<file path="src/rtl/pipeline_pkg.sv">
// Shared pipeline constants: control-bundle layout and datapath widths.
// Used by the control unit, ID/EX and EX/MEM stages so bit positions never drift.
package pipeline_pkg;

   localparam int DATA_W = 32;
   localparam int REG_W  = 5;
   localparam int CTRL_W = 10;

   localparam int CTRL_JUMP       = 0;
   localparam int CTRL_ALU_OP_LO  = 1;
   localparam int CTRL_ALU_OP_HI  = 2;
   localparam int CTRL_REG_DST    = 3;
   localparam int CTRL_ALU_SRC    = 4;
   localparam int CTRL_BRANCH     = 5;
   localparam int CTRL_MEM_WRITE  = 6;
   localparam int CTRL_MEM_READ   = 7;
   localparam int CTRL_MEM_TO_REG = 8;
   localparam int CTRL_REG_WRITE  = 9;

   // Register $zero is never a real producer, so it can never cause a dependency.
   function automatic logic reg_match(input logic [REG_W-1:0] prod, input logic [REG_W-1:0] cons);
      return (prod != '0) && (prod == cons);
   endfunction

endpackage

</file>
<file path="src/rtl/hazard_detect.sv">
// Load-use hazard compare between the load in EX and the instruction in decode.
// Purely combinational; no state, no backpressure of its own.
module hazard_detect
   import pipeline_pkg::*;
(
   input  logic             ex_valid,
   input  logic             ex_mem_read,
   input  logic [REG_W-1:0] ex_rt,
   input  logic             id_valid,
   input  logic [REG_W-1:0] id_rs,
   input  logic [REG_W-1:0] id_rt,
   input  logic             id_uses_rt,
   output logic             hazard
);

   logic rs_hit;
   logic rt_hit;

   assign rs_hit = reg_match(ex_rt, id_rs);
   assign rt_hit = id_uses_rt & reg_match(ex_rt, id_rt);
   assign hazard = ex_valid & ex_mem_read & id_valid & (rs_hit | rt_hit);

endmodule

</file>
<file path="src/rtl/id_ex_stage.sv">
// ID/EX pipeline register, one cycle latency; inserts a bubble on flush, load-use stall or empty slot.
// stall freezes PC and IF/ID upstream; a flush always wins over a stall.
module id_ex_stage #(
   parameter int CTRL_W = pipeline_pkg::CTRL_W,
   parameter int CNT_W  = 16
) (
   input  logic              clk,
   input  logic              reset,
   input  logic              id_valid,
   input  logic [31:0]       id_pc4,
   input  logic [31:0]       id_read_data1,
   input  logic [31:0]       id_read_data2,
   input  logic [31:0]       id_imm,
   input  logic [4:0]        id_rs,
   input  logic [4:0]        id_rt,
   input  logic [4:0]        id_rd,
   input  logic              id_uses_rt,
   input  logic [CTRL_W-1:0] id_ctrl,
   input  logic              flush,
   output logic              ex_valid,
   output logic [31:0]       ex_pc4,
   output logic [31:0]       ex_read_data1,
   output logic [31:0]       ex_read_data2,
   output logic [31:0]       ex_imm,
   output logic [4:0]        ex_rs,
   output logic [4:0]        ex_rt,
   output logic [4:0]        ex_rd,
   output logic [CTRL_W-1:0] ex_ctrl,
   output logic              stall,
   output logic [CNT_W-1:0]  stall_count,
   output logic [CNT_W-1:0]  flush_count
);

   localparam logic [CNT_W-1:0] CNT_MAX = '1;

   logic              ex_valid_q,  ex_valid_d;
   logic [31:0]       ex_pc4_q,    ex_pc4_d;
   logic [31:0]       ex_rd1_q,    ex_rd1_d;
   logic [31:0]       ex_rd2_q,    ex_rd2_d;
   logic [31:0]       ex_imm_q,    ex_imm_d;
   logic [4:0]        ex_rs_q,     ex_rs_d;
   logic [4:0]        ex_rt_q,     ex_rt_d;
   logic [4:0]        ex_rd_q,     ex_rd_d;
   logic [CTRL_W-1:0] ex_ctrl_q,   ex_ctrl_d;
   logic [CNT_W-1:0]  stall_cnt_q, stall_cnt_d;
   logic [CNT_W-1:0]  flush_cnt_q, flush_cnt_d;

   logic hazard;
   logic bubble;

   hazard_detect u_hazard_detect (
      .ex_valid    (ex_valid_q),
      .ex_mem_read (ex_ctrl_q[pipeline_pkg::CTRL_MEM_READ]),
      .ex_rt       (ex_rt_q),
      .id_valid    (id_valid),
      .id_rs       (id_rs),
      .id_rt       (id_rt),
      .id_uses_rt  (id_uses_rt),
      .hazard      (hazard)
   );

   assign stall  = hazard & ~flush;
   assign bubble = flush | stall | ~id_valid;

   always_comb begin
      ex_valid_d = 1'b0;
      ex_pc4_d   = '0;
      ex_rd1_d   = '0;
      ex_rd2_d   = '0;
      ex_imm_d   = '0;
      ex_rs_d    = '0;
      ex_rt_d    = '0;
      ex_rd_d    = '0;
      ex_ctrl_d  = '0;
      if (!bubble) begin
         ex_valid_d = 1'b1;
         ex_pc4_d   = id_pc4;
         ex_rd1_d   = id_read_data1;
         ex_rd2_d   = id_read_data2;
         ex_imm_d   = id_imm;
         ex_rs_d    = id_rs;
         ex_rt_d    = id_rt;
         ex_rd_d    = id_rd;
         ex_ctrl_d  = id_ctrl;
      end
   end

   // Event counters stick at all-ones rather than wrapping.
   always_comb begin
      stall_cnt_d = stall_cnt_q;
      flush_cnt_d = flush_cnt_q;
      if (stall && (stall_cnt_q != CNT_MAX)) begin
         stall_cnt_d = stall_cnt_q + CNT_W'(1);
      end
      if (flush && id_valid && (flush_cnt_q != CNT_MAX)) begin
         flush_cnt_d = flush_cnt_q + CNT_W'(1);
      end
   end

   always_ff @(posedge clk) begin
      if (reset) begin
         ex_valid_q  <= 1'b0;
         ex_pc4_q    <= '0;
         ex_rd1_q    <= '0;
         ex_rd2_q    <= '0;
         ex_imm_q    <= '0;
         ex_rs_q     <= '0;
         ex_rt_q     <= '0;
         ex_rd_q     <= '0;
         ex_ctrl_q   <= '0;
         stall_cnt_q <= '0;
         flush_cnt_q <= '0;
      end else begin
         ex_valid_q  <= ex_valid_d;
         ex_pc4_q    <= ex_pc4_d;
         ex_rd1_q    <= ex_rd1_d;
         ex_rd2_q    <= ex_rd2_d;
         ex_imm_q    <= ex_imm_d;
         ex_rs_q     <= ex_rs_d;
         ex_rt_q     <= ex_rt_d;
         ex_rd_q     <= ex_rd_d;
         ex_ctrl_q   <= ex_ctrl_d;
         stall_cnt_q <= stall_cnt_d;
         flush_cnt_q <= flush_cnt_d;
      end
   end

   assign ex_valid      = ex_valid_q;
   assign ex_pc4        = ex_pc4_q;
   assign ex_read_data1 = ex_rd1_q;
   assign ex_read_data2 = ex_rd2_q;
   assign ex_imm        = ex_imm_q;
   assign ex_rs         = ex_rs_q;
   assign ex_rt         = ex_rt_q;
   assign ex_rd         = ex_rd_q;
   assign ex_ctrl       = ex_ctrl_q;
   assign stall_count   = stall_cnt_q;
   assign flush_count   = flush_cnt_q;

endmodule

</file>
<file path="config.mk">
export PLATFORM = sky130hd
export DESIGN_NAME = id_ex_stage
export DESIGN_NICKNAME = d
export VERILOG_FILES = /design/src/rtl/pipeline_pkg.sv /design/src/rtl/hazard_detect.sv /design/src/rtl/id_ex_stage.sv
export SDC_FILE = /design/constraint.sdc
export NUM_CORES = 1
export LEC_CHECK = 0
export BUFFER_PORTS_ARGS = -buffer_cell sky130_fd_sc_hd__buf_2
export CAP_MARGIN = 0
export CORE_AREA = 2 2 133 135
export CTS_CLUSTER_DIAMETER = 200
export CTS_CLUSTER_SIZE = 8
export DETAILED_ROUTE_END_ITERATION = 16
export DIE_AREA = 0 0 135 137
export PLACE_DENSITY = 0.67
export SLEW_MARGIN = 40
export SYNTH_ARGS = -nofsm -noshare
export SYNTH_HDL_FRONTEND = slang
export SYNTH_SLANG_ARGS = --single-unit
</file>
<file path="constraint.sdc">
create_clock -name clk -period 2.6 [get_ports clk]
set_input_delay 0.26 -clock clk [delete_from_list [all_inputs] [get_ports clk]]
set_output_delay 0.26 -clock clk [all_outputs]
set_load 0.05 [all_outputs]
</file>
==> metrics.cfg <==
[outcome]
outcome = finished clean

[sta]
relSlewSlack_pct = 55.0
finalSetupViolCount = 0
fin_crit_ps = 2230
worst_slew_pin_slew_ps = 672
clock.fmax_mhz = 449
hold_slack_ps = 26.7
finalSetupTns_ps = 0
drv_slew = 0
period_share_pct = 85.6
fin_worst_skew_ps = 14.3
rsz0062_at_grt = no
hold_viol = 0

[placement]
place_congestion = 0.804
io_buffer_count = 344
hpwl_um = 12900

[worst_setup_path]
r2r_start = ex_rt[3]
r2r_slack_ps = 400
crit_path_start = ex_rt[3]
worstReg2RegEnd = stall_count[9]
cp.arrival_ps = 1970
critPathCaptureType = primary output
cp_max_fo = 4
worstPathRequired_ps = 2340
r2r_cells = 6
start_kind = flip-flop
critical_path_class = reg2out
crit_end = stall

[synthesis]
post-synth-top-count-cell = dfxtp_1
synth_ff_type = dfxtp_1
async_reset_ff_share_pct = 0
yosys-top-cells-count = 186 x dfxtp_1, 155 x and2_1, 23 x nor2_1, 17 x clkbuf_1, 16 x xnor2_1
synth-warning-count = 0
synth_top_area_share_pct = 62.1
yosysTopAreaCell = dfxtp_1
synthesis.area_sq_um = 6000
synth_edf_count = 0
synth_cells = 546
synth_area_per_cell_sq_um = 11.0
ys_ff_latch = 186
synth.yosys.seq_area_share_pct = 62.1
synth_nets = 706
yosysUniqueCellTypes = 41
synth_area_leaders = dfxtp_1 62%, and2_1 16%, xnor2_1 2.3%

[final_layout]
fillers = 1680
areaGrowthSynthToFinish_pct = 41.5
nNetsFinal = 1042
drive_gt1_share_pct = 43.1

[clock_network]
ctsLongestPathBuffers = 2
cts_root_buf = clkbuf_16
clk_latency_ps = 430
clk_pin_slew_ps = 70
cts_tree = yes
cts_htree_levels = 4
ctsResizeCount = 0
cts_setup_buffers = 0
cts_buffers = 17
clock-sinks = 186
ctsHoldBuffers = 0

[floorplan]
die_w_um = 135
chipHeight_um = 137
ios = 345
core_sq_um = 17100
rows = 48
dieArea_sq_um = 18500
start_util_pct = 35.2

[grt]
grt_pass1_wl_um = 24100
grt_pass1_vias = 4486
grt_busiest_layer = met2
grt-ovfl-total = 0
grt_start_max_net_pins = 98
grtUsageTotal_pct = 17.3
grt.met2_usage_pct = 29.0
antenna_found_initial = 5
gr-usage-met1_pct = 18.2
grt_use_met3_pct = 8.93

[routing]
wl_per_cell_um = 14.7
drt_iter0_drc = 137
vias = 4858
drt-pass1-iter-count = 6
wirelength_um = 16600
ant_nets = 0
viasPerCell = 4.32
drc = 0

[power]
p_leak_nw = 4.18
ir_drop_mv = 0.422
power_density_nw_per_um2 = 713

[job]
maxCapViolCount = 0

[worst_hold_path]
hold_path_class = in2reg

-- cells in the final DEF, fill, tap and decap left out, types with 3 or more instances in the layout --
cell type / synthesis / layout
xnor2_1: 16 / 16
inv_6: 0 / 4
dfxtp_1: 186 / 186
inv_1: 6 / 6
a211oi_1: 5 / 5
nor2b_1: 5 / 5
or4_1: 9 / 9
inv_8: 0 / 5
nor3_1: 4 / 4
and4_1: 3 / 3
diode_2: 0 / 5
nand4b_1: 3 / 3
o31ai_1: 8 / 8
mux2_1: 4 / 4
nand3_1: 8 / 8
nand2_1: 13 / 13
nor4_1: 11 / 11
xor2_1: 9 / 9
and2_1: 155 / 155
a21oi_1: 15 / 15
buf_2: 4 / 344
nand4_1: 12 / 12
nor2_1: 23 / 23
clkbuf_16: 0 / 17
-- stage by stage --
| step | utilization (%) | cells | setup WS [ps] | instance area, sq um | total power, mW |
|---|---|---|---|---|---|
| CTS | 49.7 | 1120 | 338 | 8480 | 6.14 |
| global route | 49.8 | 1125 | 177 | 8490 | 6.30 |
| detailed placement | 46.2 | 1088 | 391 | 7880 | 3.52 |
| global placement | 46.2 | 1088 | 477 | 7880 | 3.52 |
| floorplan | - | 546 | 41.5 | 6000 | 3.33 |
| finish | 49.8 | 1125 | 374 | 8490 | 6.05 |
-- power by group --
part | total [mW] | internal, mW | switching (mW)
registers | 2.93 | 2.91 | 0.0191
logic | 0.521 | 0.173 | 0.348
clock network | 2.60 | 1.38 | 1.22
total | 6.05 | 4.47 | 1.58
-- worst min path at each step --
stage | from | to | slack, ps | cells after the start
after floorplan | id_ctrl[0] | ex_ctrl[0] | 380 | 1
after global placement | id_ctrl[2] | ex_ctrl[2] | 460 | 2
after detailed placement | id_ctrl[0] | ex_ctrl[0] | 460 | 2
after CTS | id_read_data2[6] | ex_read_data2[6] | 3 | 2
after global routing | id_imm[19] | ex_imm[19] | 7 | 2
final | id_pc4[26] | ex_pc4[26] | 30 | 2
-- kinds of logic after synthesis --
family | Yosys count | synth area share (%)
simple gates | 254 | 25.4
compound gates | 37 | 4.09
buf+inv | 37 | 3.46
mux | 5 | 0.918
xor+xnor | 25 | 3.65
flops | 186 | 62.1
fa+ha+maj | 2 | 0.417
-- critical path, cell delays in order (launching register included) --
cell     delay (ps)
dfxtp_1         340
xor2_1          170
nor4_1          340
a32oi_1         260
nor2b_1         150
buf_2           280
-- per-layer routing --
layer | share of wire, % | wire, um
met3 | 10 | 1710
met1 | 37 | 6180
met5 | 0 | 0
met2 | 51 | 8470
met4 | 1.4 | 231
-- area by class of cell --
type / instances / area (sq um) / area share (%)
Tap cell: 225 / 282 / 3.32
Sequential cell: 186 / 3720 / 43.9
Inverter: 6 / 22.5 / 0.265
Timing Repair Buffer: 348 / 1780 / 20.9
Multi-Input combinational cell: 323 / 2070 / 24.4
Clock inverter: 15 / 173 / 2.03
Antenna cell: 5 / 12.5 / 0.147
Clock buffer: 17 / 425 / 5.01
-- state kept, by name (all words and copies together) (netlist names) --
signal and count:
ex_ctrl 10, ex_imm 32, ex_pc4 32, ex_rd 5, ex_read_data1 32, ex_read_data2 32
ex_rs 5, ex_rt 5, ex_valid 1, flush_count 16, stall_count 16
Power figures use the tool's default switching activity.
